<file path="config.mk">
export PLATFORM = sky130hd
export DESIGN_NAME = trail_writer
export DESIGN_NICKNAME = d
export VERILOG_FILES = /design/src/rtl/trail_writer.sv
export SDC_FILE = /design/constraint.sdc
export NUM_CORES = 1
export LEC_CHECK = 0
export ABC_AREA = 0
export CORE_AREA = 2 2 124 126
export DETAILED_ROUTE_END_ITERATION = 8
export DIE_AREA = 0 0 126 128
export HOLD_SLACK_MARGIN = 0.12
export PLACE_DENSITY = 0.65
export SLEW_MARGIN = 20
export SYNTH_ARGS = -nofsm -noshare
export SYNTH_HDL_FRONTEND = slang
export SYNTH_SLANG_ARGS = --single-unit
</file>
<file path="constraint.sdc">
create_clock -name Clk -period 4.5 [get_ports Clk]
set_clock_uncertainty 0.2 [all_clocks]
set_input_delay 1.125 -clock Clk [delete_from_list [all_inputs] [get_ports Clk]]
set_output_delay 1.125 -clock Clk [all_outputs]
set_load 0.1 [all_outputs]
</file>
<file path="src/rtl/trail_writer.sv">
// Trail writer: turns (x, y, color) point requests into 2-pixel frame-buffer word writes
// through a small request FIFO, and sweeps the whole frame with the background color on request.
module trail_writer #(
  parameter int         H_WORDS    = 320,
  parameter int         V_LINES    = 480,
  parameter logic [3:0] BG_COLOR   = 4'h8,
  parameter int         FIFO_DEPTH = 4
) (
  input  logic        Clk,
  input  logic        Reset,
  input  logic        clear_req,
  input  logic        pt_valid,
  output logic        pt_ready,
  input  logic [9:0]  pt_x,
  input  logic [9:0]  pt_y,
  input  logic [3:0]  pt_color,
  output logic        WE,
  output logic [18:0] write_address,
  output logic [15:0] Data_In,
  output logic        busy_clear,
  output logic [7:0]  drop_count
);

  localparam int          PTR_W     = (FIFO_DEPTH > 1) ? $clog2(FIFO_DEPTH) : 1;
  localparam int          CNT_W     = $clog2(FIFO_DEPTH + 1);
  localparam logic [18:0] LAST_ADDR = 19'(H_WORDS * V_LINES - 1);
  localparam logic [15:0] BG_WORD   = {4'h0, BG_COLOR, 4'h0, BG_COLOR};

  typedef enum logic {IDLE, CLEAR} state_t;

  state_t            state_q, state_d;
  logic [22:0]       mem_q [FIFO_DEPTH];
  logic [PTR_W-1:0]  wr_ptr_q, wr_ptr_d, rd_ptr_q, rd_ptr_d;
  logic [CNT_W-1:0]  count_q, count_d;
  logic              we_q, we_d;
  logic [18:0]       addr_q, addr_d;
  logic [15:0]       data_q, data_d;
  logic              busy_q, busy_d;
  logic [7:0]        drop_q, drop_d;

  logic              accept, in_range, push, pop, flush, idle_step;
  logic [18:0]       pt_addr;
  logic [22:0]       head;

  function automatic logic [PTR_W-1:0] ptr_inc(input logic [PTR_W-1:0] p);
    return (32'(p) == FIFO_DEPTH - 1) ? '0 : p + 1'b1;
  endfunction

  assign pt_ready = (count_q != CNT_W'(FIFO_DEPTH));

  always_comb begin
    accept    = pt_valid && pt_ready;
    in_range  = (32'(pt_x) < 2 * H_WORDS) && (32'(pt_y) < V_LINES);
    pt_addr   = 19'(pt_y) * 19'(H_WORDS) + 19'(pt_x[9:1]);
    head      = mem_q[rd_ptr_q];

    state_d   = state_q;
    we_d      = 1'b0;
    addr_d    = addr_q;
    data_d    = data_q;
    busy_d    = busy_q;
    drop_d    = drop_q;
    push      = accept && in_range;
    pop       = 1'b0;
    flush     = 1'b0;
    idle_step = 1'b0;

    if (accept && !in_range && drop_q != 8'hFF) drop_d = drop_q + 8'd1;

    case (state_q)
      IDLE: begin
        if (clear_req) begin
          state_d = CLEAR;
          flush   = 1'b1;
          we_d    = 1'b1;
          addr_d  = '0;
          data_d  = BG_WORD;
          busy_d  = 1'b1;
        end else begin
          idle_step = 1'b1;
        end
      end
      CLEAR: begin
        // The final sweep edge already behaves as IDLE so queued points follow with no gap.
        if (addr_q == LAST_ADDR) begin
          state_d   = IDLE;
          busy_d    = 1'b0;
          idle_step = 1'b1;
        end else begin
          we_d   = 1'b1;
          addr_d = addr_q + 19'd1;
        end
      end
      default: state_d = IDLE;
    endcase

    if (idle_step && count_q != '0) begin
      pop    = 1'b1;
      we_d   = 1'b1;
      addr_d = head[22:4];
      data_d = {4'h0, head[3:0], 4'h0, head[3:0]};
    end

    wr_ptr_d = wr_ptr_q;
    rd_ptr_d = rd_ptr_q;
    count_d  = count_q;
    if (flush) begin
      rd_ptr_d = wr_ptr_q;
      count_d  = '0;
    end else begin
      if (push) wr_ptr_d = ptr_inc(wr_ptr_q);
      if (pop)  rd_ptr_d = ptr_inc(rd_ptr_q);
      if (push && !pop)      count_d = count_q + 1'b1;
      else if (pop && !push) count_d = count_q - 1'b1;
    end
  end

  always_ff @(posedge Clk or posedge Reset) begin
    if (Reset) begin
      state_q  <= IDLE;
      wr_ptr_q <= '0;
      rd_ptr_q <= '0;
      count_q  <= '0;
      we_q     <= 1'b0;
      addr_q   <= '0;
      data_q   <= '0;
      busy_q   <= 1'b0;
      drop_q   <= '0;
    end else begin
      state_q  <= state_d;
      wr_ptr_q <= wr_ptr_d;
      rd_ptr_q <= rd_ptr_d;
      count_q  <= count_d;
      we_q     <= we_d;
      addr_q   <= addr_d;
      data_q   <= data_d;
      busy_q   <= busy_d;
      drop_q   <= drop_d;
    end
  end

  // Entry storage needs no reset; occupancy is tracked by count_q alone.
  always_ff @(posedge Clk) begin
    if (push && !flush) mem_q[wr_ptr_q] <= {pt_addr, pt_color};
  end

  assign WE            = we_q;
  assign write_address = addr_q;
  assign Data_In       = data_q;
  assign busy_clear    = busy_q;
  assign drop_count    = drop_q;

endmodule

</file>
### Yosys cells after proc, flatten, opt, wreduce, memory -nomap -nowiden

Memories as Yosys holds them, arrays and structs flattened.
Cells that the tools add are included.

* bits in writable memories: 92
* memories kept: 1
* register bits after elaboration: 53
* word-level logic and storage cells: 81
* input bits: 28

* mux-type cells: 28
* reduce and logical (&&, ||, !) cells: 21
* equality and inequality tests: 10
* multiply operators: 1
* order comparisons: 2
* add/sub/neg operators: 7
* bitwise logic cells: 2

Memory list
* mem_q: words 4, bits a word 23, read ports 1, clocked after memory_dff 0, write ports 1, RTL line 32 `logic [22:0] mem_q [FIFO_DEPTH];`

Operators by type and width (count)
* $mux W19: 3
* $mux W16: 3
* $pmux W19 S2: 1
* $add A19 B1 Y19 const B: 1
* $add A19 B9 Y19: 1
* $eq A19 B18 Y1 const B: 1
* $mul A10 B3 Y13 const B: 1
* $mux W1: 11
* $lt A10 B10 Y1 const B: 1
* $lt A10 B9 Y1 const B: 1
* $logic_and A1 B1 Y1: 9
* $mux W3: 3
* $add A8 B1 Y8 const B: 1
* $mux W2: 4
* $ne A8 B8 Y1 const B: 1
* $reduce_and A2 Y1: 4
* $ne A3 B3 Y1 const B: 2
* $pmux W1 S2: 3
* $reduce_bool A3 Y1: 2
* $add A2 B1 Y2 const B: 2
* $eq A2 B2 Y1 const B: 2
* $logic_not A1 Y1: 4
* $ne A2 B1 Y1 const B: 2
* $reduce_bool A2 Y1: 2
* other kinds (5): 6

### Depth between registers and ports, before layout

* depth in word-level cells: 9
* gate-level depth with buffers: 11
* depth with buffers taken out: 11

### Worst setup path after synthesis

No wires, ideal clock.

* path type: in2reg
* from: in pt_y[1]
* to: mem mem_q[0][22] (data pin)
* path buffers: 0
* arrival: 3364 ps
* stages on the path: 8
* setup slack: 710 ps
* library setup time: 226 ps
* cells stage by stage: ha_1 -> ha_1 -> fa_1 -> xnor2_1 -> or3b_2 -> and3b_1 -> nand3_1 -> o32ai_1

* cells in the longest elaborated chain, start to end: 2

RTL lines
* from (decl): RTL line 15 `input logic [9:0] pt_y,`
* $mul A10 B3 Y13: RTL line 54 `pt_addr = 19'(pt_y) * 19'(H_WORDS) + 19'(pt_x[9:1]);`
* $add A19 B9 Y19: RTL line 54
* named net pt_addr[18]: RTL line 42 `logic [18:0] pt_addr;`
* to (decl): RTL line 32

The timed path passes the listed nets, and every way through them passes these cells.

### Final worst setup path

* from: in pt_y[1]
* to: mem mem_q[3][22] (data pin)

Same word-level chain as after synthesis.

==> impl_metrics.yaml <==
run_status:
  status: "finished, final reports clean"
sta:
  finalHoldViolations: 0
  slew_violations: 0
  setup_viol: 0
  layout_min_cycle_time_ns: 4.06
  setup_slack_ns: 0.442
  period_share_pct: 90.2
  fin_setup_tns_ns: 0
  fmax_mhz: 246
  slew_headroom_pct: 35.0
  tightest_slew_ns: 0.971
  rsz0062_at_grt: "no"
grt:
  grt_use_total_pct: 17.4
  grt_pass1_vias: 4264
  grt_max_degree: 42
  met2_usage_pct: 29.4
  antenna_found_initial: 0
  busiest_layer: "met2"
  grtUsageMet1_pct: 23.0
  grt.overflow.total: 0
  grtUsageMet3_pct: 3.46
  grt_first_pass_wirelength_um: 22200
run:
  drv_cap: 0
synthesis:
  synth_top_area_share_pct: 42.5
  synth_cells: 480
  yosys-top-cells-count: "edfxtp_1 (92), nand2_1 (44), dfrtp_1 (41), o21ai_0 (27), ha_1 (26)"
  synth.distinct_cells: 66
  synth_area_leaders: "edfxtp_1 (43%), dfrtp_1 (16%), mux4_2 (8.0%)"
  ys_seq_area_share_pct: 58.3
  yosysWarnings: 0
  syn_area_mm2: 0.00650
  synth_edf_count: 92
  avgSynthCellArea_um2: 13.5
  synth.most_common_cell: "edfxtp_1"
  synth_seq_cells: 133
  async_flop_share_pct: 30.8
  synth_flop_cell: "edfxtp_1"
  synth_largest_area_cell: "edfxtp_1"
place:
  place_congestion: 0.858
  hpwlAfterDp_um: 9370
  dpl.cell_count: 722
  dp_slack_ns: 0.0173
  io_buffers: 64
cts:
  cts_buffers: 17
  cts.sinks: 133
  post_cts_resized: 0
  clockBufferDepth: 2
  postCtsHoldBufs: 0
  path_clk_slew_ns: 0.06
  cts_tree: "done"
  htree_levels: 4
  cts_setup_buffers: 0
  cts_root_buffer: "clkbuf_16"
  worstSkewPairLatency_ns: 0.41
route:
  wl_per_cell_um: 18.0
  wl_um: 13600
  drt-initial-drc-count: 408
  ant_nets: 0
  first_pass_iters: 7
  viasPerCell: 5.66
  drc_errors: 0
  num_vias: 4264
final_layout:
  finish.utilization_pct: 53.9
  drive_gt1_share_pct: 14.3
  n_fill_cell: 1236
  area_growth_pct: 23.3
  fin_cells: 754
  nNetsFinal: 610
  diodes: 0
power_and_ir_drop:
  power_mw: 4.80
  power_density_mw_per_mm2: 600
  ir_worst_vdd_uv: 315
  p_leak_nw: 3.03
floorplanning:
  die_area_mm2: 0.0161
  core_mm2: 0.0149
  io_pins: 74
  row_count: 45
  dieHeight_um: 128
  die_w_um: 126
  start_util_pct: 43.7
setup_path:
  crit_fanout: 4
  crit_path_start_kind: "input pin"
  cp_data_required_time_ns: 4.46
  end_kind: "flip-flop"
  critPathArrivalTime_ns: 4.01
  path_class: "input pin to flip-flop"
worst_hold_path:
  worst_hold_path_type: "flip-flop to flip-flop"
==> cells by family after synthesis <==
family	count (synthesis)	share of synthesized area (%)
buf+inv	43	3.43
xor+xnor	23	3.10
compound gates	89	9.63
flops	133	58.3
simple gates	132	10.4
other cells	1	0.0577
fa+ha+maj	29	5.93
mux	30	9.15
==> layout make-up <==
class,instances,area [um^2],share of cell area (%)
Sequential cell,133,3790,47.3
Multi-Input combinational cell,311,2510,31.4
Timing Repair Buffer,76,743,9.28
Clock buffer,19,443,5.53
Tap cell,188,235,2.94
Clock inverter,13,230,2.87
Inverter,14,55.1,0.687
==> metrics by stage <==
| stage | instance area, um^2 | hold WS [ns] |
|---|---|---|
| floorplan | 6520 | 0.300 |
| global placement | 7330 | 0.277 |
| detailed placement | 7340 | 0.281 |
| CTS | 8010 | 0.294 |
| global route | 8010 | 0.326 |
| finish | 8010 | 0.294 |
==> state kept, by name, indices dropped and copies added (netlist names) <==
| register | cells |
|---|---|
| WE | 1 |
| write_address | 19 |
| rd_ptr_q | 2 |
| busy_clear | 1 |
| count_q | 3 |
| wr_ptr_q | 2 |
| mem_q | 92 |
| drop_count | 8 |
| state_q | 1 |
| Data_In | 4 |
==> critical path, stage by stage <==
cell,delay (ns)
clkdlybuf4s50_1,0.46
ha_1,0.32
ha_1,0.22
fa_1,0.41
xnor2_1,0.16
or3b_2,0.50
and3b_1,0.27
nand3_1,0.10
o32ai_1,0.45
==> final timing paths <==
kind	depth (start not counted)	end	startpoint	slack (ns)
worst max-delay path	9	mem_q[3][22]	pt_y[1]	0.44
worst min-delay path	1	drop_count[4]	drop_count[4]	0.29
worst max register to register	10	count_q[2]	write_address[16]	0.94
worst min register to register	1	drop_count[4]	drop_count[4]	0.29
max in group asynchronous	3	rd_ptr_q[0]	Reset	2.70
min in group asynchronous	3	drop_count[0]	Reset	0.97
==> power breakdown <==
group          total, mW  leakage [nW]  switching [mW]  internal, mW
registers           1.69          1.33           0.184          1.50
clock network       1.56         0.321           0.502          1.05
logic               1.56          1.38            1.08         0.474
==> routing by layer <==
layer / vias to the layer above / part of all wire (%)
li1: 1970 / -
met5: - / 0
met2: 145 / 51
met4: 0 / 0.96
met1: 2138 / 44
met3: 11 / 4.7
==> cells in the final DEF, fill, tap and decap left out, types with 4 or more instances in the layout <==
cell type	Yosys	routed
nand3_1	12	12
xnor2_1	19	19
a21oi_1	9	9
bufinv_16	0	6
nor2_1	22	22
edfxtp_1	92	92
buf_4	12	11
o22ai_1	4	4
nand2_1	44	44
and3_1	11	11
xor2_1	4	4
mux4_2	23	23
o21ai_0	27	27
ha_1	26	26
a21o_1	5	5
o311ai_0	5	5
mux2i_1	5	5
nand4_1	8	8
clkdlybuf4s50_1	0	64
nor3_1	7	7
clkbuf_16	0	17
inv_1	12	11
a31oi_1	4	4
conb_1	1	8
dfrtp_1	41	40
o211a_1	5	5
Power figures use the tool's default switching activity.
